[src/rtl/fifo_wr_arbiter.sv]
// Round-robin arbiter sharing the dual-clock FIFO write port among NUM_REQ write-domain requesters.
// Optional per-requester beat and stall statistics are enabled with `define FIFO_WR_ARB_STATS_EN.
module fifo_wr_arbiter #(
  parameter int unsigned NUM_REQ   = 4,
  parameter int unsigned BITS      = 32,
  parameter int unsigned MAX_BURST = 8
) (
  input  logic                       wr_clk,
  input  logic                       wr_rst_n,
  input  logic [NUM_REQ-1:0]         req,
  input  logic [NUM_REQ*BITS-1:0]    req_data,
  input  logic [NUM_REQ-1:0]         req_last,
  output logic [NUM_REQ-1:0]         ack,
  output logic                       wr_en,
  output logic [BITS-1:0]            wr_data,
  input  logic                       wr_full,
  output logic                       busy,
  output logic [$clog2(NUM_REQ)-1:0] owner
`ifdef FIFO_WR_ARB_STATS_EN
  ,
  output logic [NUM_REQ*16-1:0]      beat_count,
  output logic [15:0]                stall_count
`endif
);

  localparam int unsigned OW = $clog2(NUM_REQ);
  localparam int unsigned CW = $clog2(MAX_BURST + 1);

  typedef enum logic {
    IDLE  = 1'b0,
    BURST = 1'b1
  } state_t;

  state_t          state;
  logic [OW-1:0]   rr_last;
  logic [OW-1:0]   winner;
  logic [CW-1:0]   beat_cnt;
  logic            any_req;
  logic            sel_req;
  logic            sel_last;
  logic [BITS-1:0] sel_data;
  logic            last_beat;

  // Round-robin search: lowest index above rr_last wins, otherwise wrap to the lowest index overall.
  always_comb begin
    winner  = rr_last;
    any_req = 1'b0;
    for (int i = int'(NUM_REQ) - 1; i >= 0; i--) begin
      if (req[i] && (OW'(i) <= rr_last)) begin
        winner  = OW'(i);
        any_req = 1'b1;
      end
    end
    for (int i = int'(NUM_REQ) - 1; i >= 0; i--) begin
      if (req[i] && (OW'(i) > rr_last)) begin
        winner  = OW'(i);
        any_req = 1'b1;
      end
    end
  end

  // Owner's request, last flag and data.
  always_comb begin
    sel_req  = 1'b0;
    sel_last = 1'b0;
    sel_data = '0;
    for (int i = 0; i < int'(NUM_REQ); i++) begin
      if (OW'(i) == owner) begin
        sel_req  = req[i];
        sel_last = req_last[i];
        sel_data = req_data[i*BITS +: BITS];
      end
    end
  end

  // FIFO write port is driven straight from the held grant so a beat costs no extra cycle.
  always_comb begin
    busy      = (state == BURST);
    wr_en     = busy && sel_req && !wr_full;
    wr_data   = wr_en ? sel_data : '0;
    ack       = wr_en ? (NUM_REQ'(1) << owner) : '0;
    last_beat = wr_en && (sel_last || (beat_cnt == CW'(MAX_BURST - 1)));
  end

  always_ff @(posedge wr_clk or negedge wr_rst_n) begin
    if (!wr_rst_n) begin
      state    <= IDLE;
      owner    <= '0;
      rr_last  <= OW'(NUM_REQ - 1);
      beat_cnt <= '0;
    end else begin
      case (state)
        IDLE: begin
          if (any_req) begin
            owner    <= winner;
            beat_cnt <= '0;
            state    <= BURST;
          end
        end
        BURST: begin
          if (last_beat) begin
            state    <= IDLE;
            rr_last  <= owner;
            beat_cnt <= '0;
          end else if (wr_en) begin
            beat_cnt <= CW'(beat_cnt + 1'b1);
          end
        end
        default: state <= IDLE;
      endcase
    end
  end

`ifdef FIFO_WR_ARB_STATS_EN
  // Saturating per-requester accepted-beat counters and a shared full-stall counter.
  always_ff @(posedge wr_clk or negedge wr_rst_n) begin
    if (!wr_rst_n) begin
      beat_count  <= '0;
      stall_count <= '0;
    end else begin
      for (int i = 0; i < int'(NUM_REQ); i++) begin
        if (ack[i] && (beat_count[i*16 +: 16] != 16'hFFFF)) begin
          beat_count[i*16 +: 16] <= beat_count[i*16 +: 16] + 16'd1;
        end
      end
      if (busy && sel_req && wr_full && (stall_count != 16'hFFFF)) begin
        stall_count <= stall_count + 16'd1;
      end
    end
  end
`endif

endmodule

[config.mk]
export PLATFORM = sky130hd
export DESIGN_NAME = fifo_wr_arbiter
export DESIGN_NICKNAME = d
export VERILOG_FILES = /design/src/rtl/fifo_wr_arbiter.sv
export SDC_FILE = /design/constraint.sdc
export NUM_CORES = 1
export LEC_CHECK = 0
export ABC_AREA = 1
export BUFFER_PORTS_ARGS = -buffer_cell sky130_fd_sc_hd__buf_2
export CAP_MARGIN = 40
export CORE_AREA = 2 2 69 71
export DETAILED_ROUTE_END_ITERATION = 8
export DIE_AREA = 0 0 71 73
export PLACE_DENSITY = 0.86
export RECOVER_POWER = 50
export SLEW_MARGIN = 20
export SYNTH_ARGS = -nofsm -noshare
export SYNTH_HDL_FRONTEND = slang
export SYNTH_SLANG_ARGS = --single-unit
[constraint.sdc]
create_clock -name wr_clk -period 3.3 [get_ports wr_clk]
set_input_delay 0.33 -clock wr_clk [delete_from_list [all_inputs] [get_ports wr_clk]]
set_output_delay 0.33 -clock wr_clk [all_outputs]
set_load 0.01 [all_outputs]
# Yosys cells after proc, flatten, opt, wreduce, memory -nomap -nowiden
# Cells that the tools add are included.
# word_totals
ff_bits	9
in_bits	139
output_inout_bits	40
word_cells	75
# op_classes
addsub	1
n_lt_le_gt_ge	8
eq_ne	6
shifts	1
mux	37
n_bitwise	1
n_reduce_logical	17
# ops
operator	count
$mux W32	5
$mux W1	18
$mux W2	8
$mux W4	4
$logic_and A1 B1 Y1	11
$pmux W4 S2	1
$reduce_and A2 Y1	3
$add A4 B1 Y4 const B	1
$eq A2 B2 Y1 const A	2
$eq A4 B3 Y1 const B	1
$gt A1 B2 Y1 const A	2
$gt A2 B2 Y1 const A	2
$le A1 B2 Y1 const A	2
$le A2 B2 Y1 const A	2
$shl A1 B2 Y4 const A	1
$ne A3 B2 Y1 const B	1
$eq A1 B2 Y1 const A	1
$logic_not A2 Y1	1
$ne A2 B2 Y1 const B	1
$pmux W1 S2	1
$logic_not A1 Y1	1
$logic_or A1 B1 Y1	1
$not A1 Y1	1

# Logic depth before layout (Yosys ltp)
# Gate-level depths: netlist (run 1).
# depth
word_depth	12
mapped_depth	10
ltp_nobuf	8

# Worst setup path before layout (run 1)
# Ideal clock, no wire load.
# synth_timing
kind	flip-flop to output port
from	register owner[1]
to	output wr_data[11]
arrival_ps	1415
required_ps	2970
path_slack_ps	1555
path_stages_with_launch	9
n_path_buf	3
cell_sequence	dfrtp_1 > buf_6 > nor2_1 > buf_6 > buf_4 > nand2_1 > nand3_1 > o21ai_0 > nor2_1
# synth_between
elab_chain_cells	8
elab_cells_between_ends	15
classes_between	eq/ne (3); mux (9); reduce/logical (3)
# synth_rtl
item	line	rtl
start, declared	18	output logic [$clog2(NUM_REQ)-1:0] owner
start signal, assigned	95	owner <= winner;
$logic_not A2 Y1	68	if (OW'(i) == owner) begin
$mux W1 (4 in a row)	68	
$logic_and A1 B1 Y1 (2 in a row)	79	wr_en = busy && sel_req && !wr_full;
$mux W32 *	80	wr_data = wr_en ? sel_data : '0;
end, declared	15	output logic [BITS-1:0] wr_data,
# Mark *: on every way between the ends. The rest lies on a longest branch, timed or not.

# Worst setup path in the final report (run 1)
# layout_timing
from	register owner[0]
to	output wr_data[25]
# Same word-level chain as after synthesis.

==> results of run 1 <==
[worst max path at each step]
stage / to / slack (ps) / cells after the start
6_report: wr_data[25] / 490 / 8
5_1_grt: wr_data[25] / 250 / 8
4_1_cts: wr_data[30] / 690 / 8
3_5_place_dp: wr_data[28] / 960 / 6
3_3_place_gp: wr_data[22] / 1020 / 6
2_1_floorplan: wr_data[11] / 1560 / 8
[area by class of cell]
cell class / count / area, sq um
clock buffer: 3 / 41.3
tap: 54 / 67.6
multi-input combinational: 267 / 1220
clock inverter: 1 / 5.00
inverter: 16 / 60.1
sequential: 9 / 228
timing repair buffer: 183 / 915
fill: 488 / 2000
[worst max-delay path, cell delays in order (launching register included)]
cell and delay [ps]:
dfrtp_1 490, nor2_1 440, clkbuf_1 460, nand2_1 90, nand3_1 110, nand2_2 80
nand2_4 280, o21ai_0 130, buf_2 150
[metrics by stage]
step / setup WS (ps) / hold slack, ps / power (mW)
floorplan: 1560 / 34.4 / 1.24
global placement: 1020 / 189 / 1.64
detailed placement: 955 / 196 / 1.67
CTS: 685 / 449 / 1.81
global route: 251 / 502 / 2.00
finish: 489 / 456 / 1.80
[layout by cell type (no fill, tap or decap), drive strengths merged]
cell and count:
nand3b 1, dfrtp 7, ha 1, nor2 49, o22ai 9, o21ai 52
clkbuf 12, dlygate4sd3 1, dfstp 2, xor2 1, or2 5, nor3 2
xnor2 1, a21oi 3, buf 173, inv 16, clkinv 1, nand3 36
o211ai 5, nand2 102
[metal layers]
| layer | wire length, microns | track usage | share of wire | up-vias |
|---|---|---|---|---|
| li1 | - | - | - | 1364 |
| met1 | 3040 | 0.336 | 0.41 | 1255 |
| met2 | 3570 | 0.444 | 0.49 | 156 |
| met3 | 631 | 0.0414 | 0.086 | 21 |
| met4 | 106 | 0.0818 | 0.014 | 0 |
| met5 | 0 | 0 | 0 | - |
[power groups by stage]
stage / clock network (mW) / logic (mW) / registers, mW
floorplan: 0 / 1.03 / 0.209
global placement: 0 / 1.43 / 0.216
detailed placement: 0 / 1.45 / 0.222
CTS: 0.130 / 1.46 / 0.221
global route: 0.138 / 1.63 / 0.229
finish: 0.130 / 1.45 / 0.221
[what timing repair did]
action | CTS | global route
hold endpoints to repair | 7 | 0
gates resized for setup | 0 | 0
hold buffers | 1 | 0
[logic make-up (layout without fill, tap and decap cells)]
logic type	count (synthesis)	count (layout)
AO/OA/AOI/OAI	69	69
XOR/XNOR	2	2
AND/OR/NAND/NOR	195	195
flip-flops	9	9
buffers and inverters	34	203
adder cells (fa/ha/maj)	1	1
[flip-flops by register name, summed over array words and instances (netlist names)]
| register | cells |
|---|---|
| beat_cnt | 4 |
| owner | 2 |
| rr_last | 2 |
| busy | 1 |
==> impl_metrics.ini, run 1 <==
[placed_design]
gp_congestion = 1.01
portBuffers = 178
dpl.hpwl_microns = 5790
placed_cells_incl_taps = 528
place_area_sq_um = 2500

[timing]
tightestPinTransition_ps = 651
setup-tns-final_ps = 0
max_freq_mhz = 356
hold_violations = 0
fin_crit_ps = 2810
maxSlewHeadroom = 0.566
slew_viol_final = 0
setup_violations = 0
period_share = 0.852
clock_skew_ps = 8.56
rsz0062_at_grt = no

[critical_path]
cp_data_arrival_time_ps = 2480
worstSetupPathType = reg -> out
required_ps = 2970
cp_max_fo = 27
rr_startpoint = owner[0]$_DFFE_PN0P_
r2r_slack_ps = 1060
r2r_end = beat_cnt[3]$_DFFE_PN0P_
reg2reg_depth = 8
critPathLaunch = owner[0]$_DFFE_PN0P_
crit_path_start_kind = flop
endpoint_kind = output port

[floorplan]
io_pins = 179
dieArea_sq_um = 5180
die_x_microns = 71
num_rows = 25
start_util = 0.359
die_h_microns = 73
core_sq_um = 4540

[yosys]
syn-num-nets = 450
synth_most_common_cell = nand2_1
synth-compound-area-share = 0.227
yosys.cell_types.count = 27
synth_edf_count = 0
synth-simple-area-share = 0.508
synth_seq_cells = 9
synth_top_area_cell = nand2_1
async_flop_share = 1.00
yosysSeqAreaShare = 0.140
synthMuxAreaShare = 0
syn_avg_cell_area_sq_um = 5.26
synth_ff_type = dfrtp_1
synth_fa_ha_area_frac = 0.00768
synth_xor_area_frac = 0.0108
synth_top_cell_area_share = 0.224
synth_top_family_by_area = simple AND/OR/NAND/NOR gates
synth_commonest_cells = 97 x nand2_1, 47 x nor2_1, 47 x o21ai_0, 35 x nand3_1, 14 x inv_1
synth_area_leaders = nand2_1 22%, o21ai_0 14%, nor2_1 11%, dfrtp_1 11%, nand3_1 11%
synth_area_sq_um = 1630
syn_inst = 310
synth-warning-count = 0

[clock_tree]
clkLatencyLatePin_ps = 240
root_buffer = clkbuf_8
cts_tree = done
htreeDepth = 1
cts_setup_buffers = 0
clk_pin_slew_worst_paths_ps = 50
cts_buffers = 3
cts.sinks = 9
clockBufferDepth = 2

[layout]
diodes = 0
final_cell_area_sq_um = 2540
fin_cells = 533
fin_nets = 620
drive_above_1_share = 0.399
area_delta_synth_final_pct = 55.7
final_util = 0.559

[route]
wl_per_cell_microns = 13.8
dr.pass1.iters = 5
drt_wl_total_microns = 7340
drt_iter0_markers = 127
viasPerCell = 5.25
vias = 2796
ant_nets = 0
post-route-drc-count = 0

[min_path]
hold_start = req[2]
whs_path_depth = 4
min_path_type = in -> reg
holdPathEnd = owner[0]$_DFFE_PN0P_

[power_and_ir_drop]
cellLeakagePower_nw = 1.50
clock_power_share = 0.072
pwr-share-seq = 0.123
p_switching_mw = 1.05
combPwrFrac = 0.805
power_switching_share = 0.582
intPower_mw = 0.752
power_density_nw_per_um2 = 710
irDropWorstVdd_mv = 0.356

[global_routing]
antenna_found_initial = 0
grt_pass1_wl_microns = 11000
grt_max_degree = 31
grtUsageTotal = 0.260
first_global_vias = 2526
overflow = 0

[status]
status = finished clean

[job]
max_cap_viol_count = 0
Power figures use the tool's default switching activity.
==> run 2: changes to the inputs <==
--- a/config.mk
+++ b/config.mk
@@ -8,10 +8,10 @@
 export ABC_AREA = 1
 export BUFFER_PORTS_ARGS = -buffer_cell sky130_fd_sc_hd__buf_2
 export CAP_MARGIN = 40
-export CORE_AREA = 2 2 69 71
+export CORE_AREA = 2 2 75 77
 export DETAILED_ROUTE_END_ITERATION = 8
-export DIE_AREA = 0 0 71 73
-export PLACE_DENSITY = 0.86
+export DIE_AREA = 0 0 77 79
+export PLACE_DENSITY = 0.77
 export RECOVER_POWER = 50
 export SLEW_MARGIN = 20
 export SYNTH_ARGS = -nofsm -noshare
==> constraint.sdc (replaced) <==
create_clock -name wr_clk -period 2.5 [get_ports wr_clk]
set_input_delay 0.25 -clock wr_clk [delete_from_list [all_inputs] [get_ports wr_clk]]
set_output_delay 0.25 -clock wr_clk [all_outputs]
set_load 0.01 [all_outputs]
==> run 2 against run 1 <==
  * Worst setup slack lost 260 ps
  * Sequential cell count is the same
  * Via count shrank 4.2%
  * Critical path depth is the same
  * Design area grew 2.0%
  * Die area grew 17%
  * Clock power grew 28%
  * Total power grew 30%
  * Combinational power grew 29%
  * Largest cell class unchanged
  * Largest power group unchanged
  * Highest routed layer unchanged
==> impl_metrics.ini, run 2 (synthesis results as in run 1) <==
[critical_path]
cp_max_fo = 19
cp_data_arrival_time_ps = 2020
cp.depth = 8
critPathTopFamily = simple AND/OR/NAND/NOR gates
reg2reg_depth = 9
cp.buffers_inverters = 2
endpoint_kind = output port
required_ps = 2250
worstSetupPathType = reg -> out
max_stage_delay_ps = 500
critical_path.most_common_cell = nand2_1
crit_path_start_kind = flop
critPathSlowestCell = dfrtp_1
crit_chain = inv_2 -> nor2_1 -> a21oi_1 -> nand3_2 -> nand2_2 -> nand2_1 -> nand2_1 -> buf_2

[timing]
rsz0062_at_grt = no
fin_crit_ps = 2270
max_freq_mhz = 441
clock_skew_ps = 2.14
setup_violations = 0
slew_viol_final = 0
setup-tns-final_ps = 0
tightestPinTransition_ps = 513
hold_violations = 0
finalWorstSetupSlack_ps = 232
maxSlewHeadroom = 0.658
period_share = 0.907

[power_and_ir_drop]
clock_power_share = 0.071
p_switching_mw = 1.32
power_mw = 2.35
power_switching_share = 0.563
irDropWorstVdd_mv = 0.429
intPower_mw = 1.03
combPwrFrac = 0.797
cellLeakagePower_nw = 1.52
power_density_nw_per_um2 = 908
pwr-share-seq = 0.132

[global_routing]
grt_pass1_wl_microns = 11000
antenna_found_initial = 0
first_global_vias = 2494
grt_max_degree = 29
overflow = 0
grtUsageTotal = 0.216

[clock_tree]
clockBufferDepth = 2
clk_pin_slew_worst_paths_ps = 40
cts_setup_buffers = 0
htreeDepth = 1
clkLatencyLatePin_ps = 230
cts_buffers = 3
root_buffer = clkbuf_8
cts.sinks = 9
cts_tree = done

[route]
vias = 2678
viasPerCell = 4.84
ant_nets = 0
wl_per_cell_microns = 12.5
drt_iter0_markers = 90
post-route-drc-count = 0
dr.pass1.iters = 4
drt_wl_total_microns = 6930

[floorplan]
num_rows = 27
die_h_microns = 79
die_x_microns = 77
dieArea_sq_um = 6080
core_sq_um = 5340
io_pins = 179
start_util = 0.305

[layout]
area_delta_synth_final_pct = 58.8
largest_register_ffs = 4
final_cell_area_sq_um = 2590
final_util = 0.485
diodes = 0
top_regs = beat_cnt x4, owner x2, rr_last x2
layout_commonest_cell = buf_2
drive_above_1_share = 0.405
layout_common_cells = 170 x buf_2, 97 x nand2_1, 47 x nor2_1, 47 x o21ai_0, 35 x nand3_1
largest_register = beat_cnt
fin_nets = 622

[placed_design]
pre_cts_ws_ps = 415
gp_congestion = 0.914
place_area_sq_um = 2540
portBuffers = 178
dpl.hpwl_microns = 5640

[job]
max_cap_viol_count = 0

[status]
status = finished clean

[min_path]
min_path_type = in -> reg
whs_path_depth = 4
[run 2: what timing repair did]
action,CTS,global route
gates resized for setup,0,1
hold buffers,1,0
setup endpoints to repair,0,6
endpoints found under the hold margin,7,0
[run 2: path summary, 6_finish.rpt]
kind | slack [ps] | to | from
max | 230 | wr_data[26] | owner[0]$_DFFE_PN0P_
min | 390 | owner[0]$_DFFE_PN0P_ | req[2]
max reg2reg | 600 | busy$_DFF_PN0_ | owner[0]$_DFFE_PN0P_
min reg2reg | 490 | rr_last[0]$_DFFE_PN1P_ | rr_last[0]$_DFFE_PN1P_
max in group asynchronous | 1630 | owner[1]$_DFFE_PN0P_ | wr_rst_n
min in group asynchronous | 500 | beat_cnt[3]$_DFFE_PN0P_ | wr_rst_n
[run 2: stage by stage]
step | std cells | hold slack [ps]
after floorplan | 310 | -45.6
after global placement | 548 | 114
final | 553 | 388
after CTS | 553 | 371
after global routing | 553 | 410
after detailed placement | 548 | 115
[run 2: worst min-delay path, delay by kind of cell]
family | cells | cell delay [ps]
buffers and inverters | 1 | 130
AOI/OAI and AO/OA | 1 | 50
and+or+nand+nor | 2 | 150
[run 2: layout make-up]
type / count / area, sq um
Fill cell: 590 / 2750
Multi-Input combinational cell: 267 / 1230
Timing Repair Buffer: 185 / 936
Sequential cell: 9 / 229
Tap cell: 72 / 90.1
Inverter: 16 / 60.1
Clock buffer: 4 / 45.0
[run 2: routing by layer]
metal | part of all wire | global-route usage | vias up
met3 | 0.076 | 0.0420 | 20
met5 | 0 | 0 | -
met1 | 0.41 | 0.258 | 1160
met4 | 0.026 | 0.0554 | 0
met2 | 0.49 | 0.396 | 133
li1 | - | - | 1365
[run 2: power by group through the flow]
stage | Combinational [mW] | Clock (mW) | Sequential, mW
floorplan | 1.36 | 0 | 0.276
global placement | 1.86 | 0 | 0.305
detailed placement | 1.88 | 0 | 0.311
CTS | 1.89 | 0.172 | 0.310
global route | 2.13 | 0.181 | 0.322
finish | 1.87 | 0.167 | 0.309
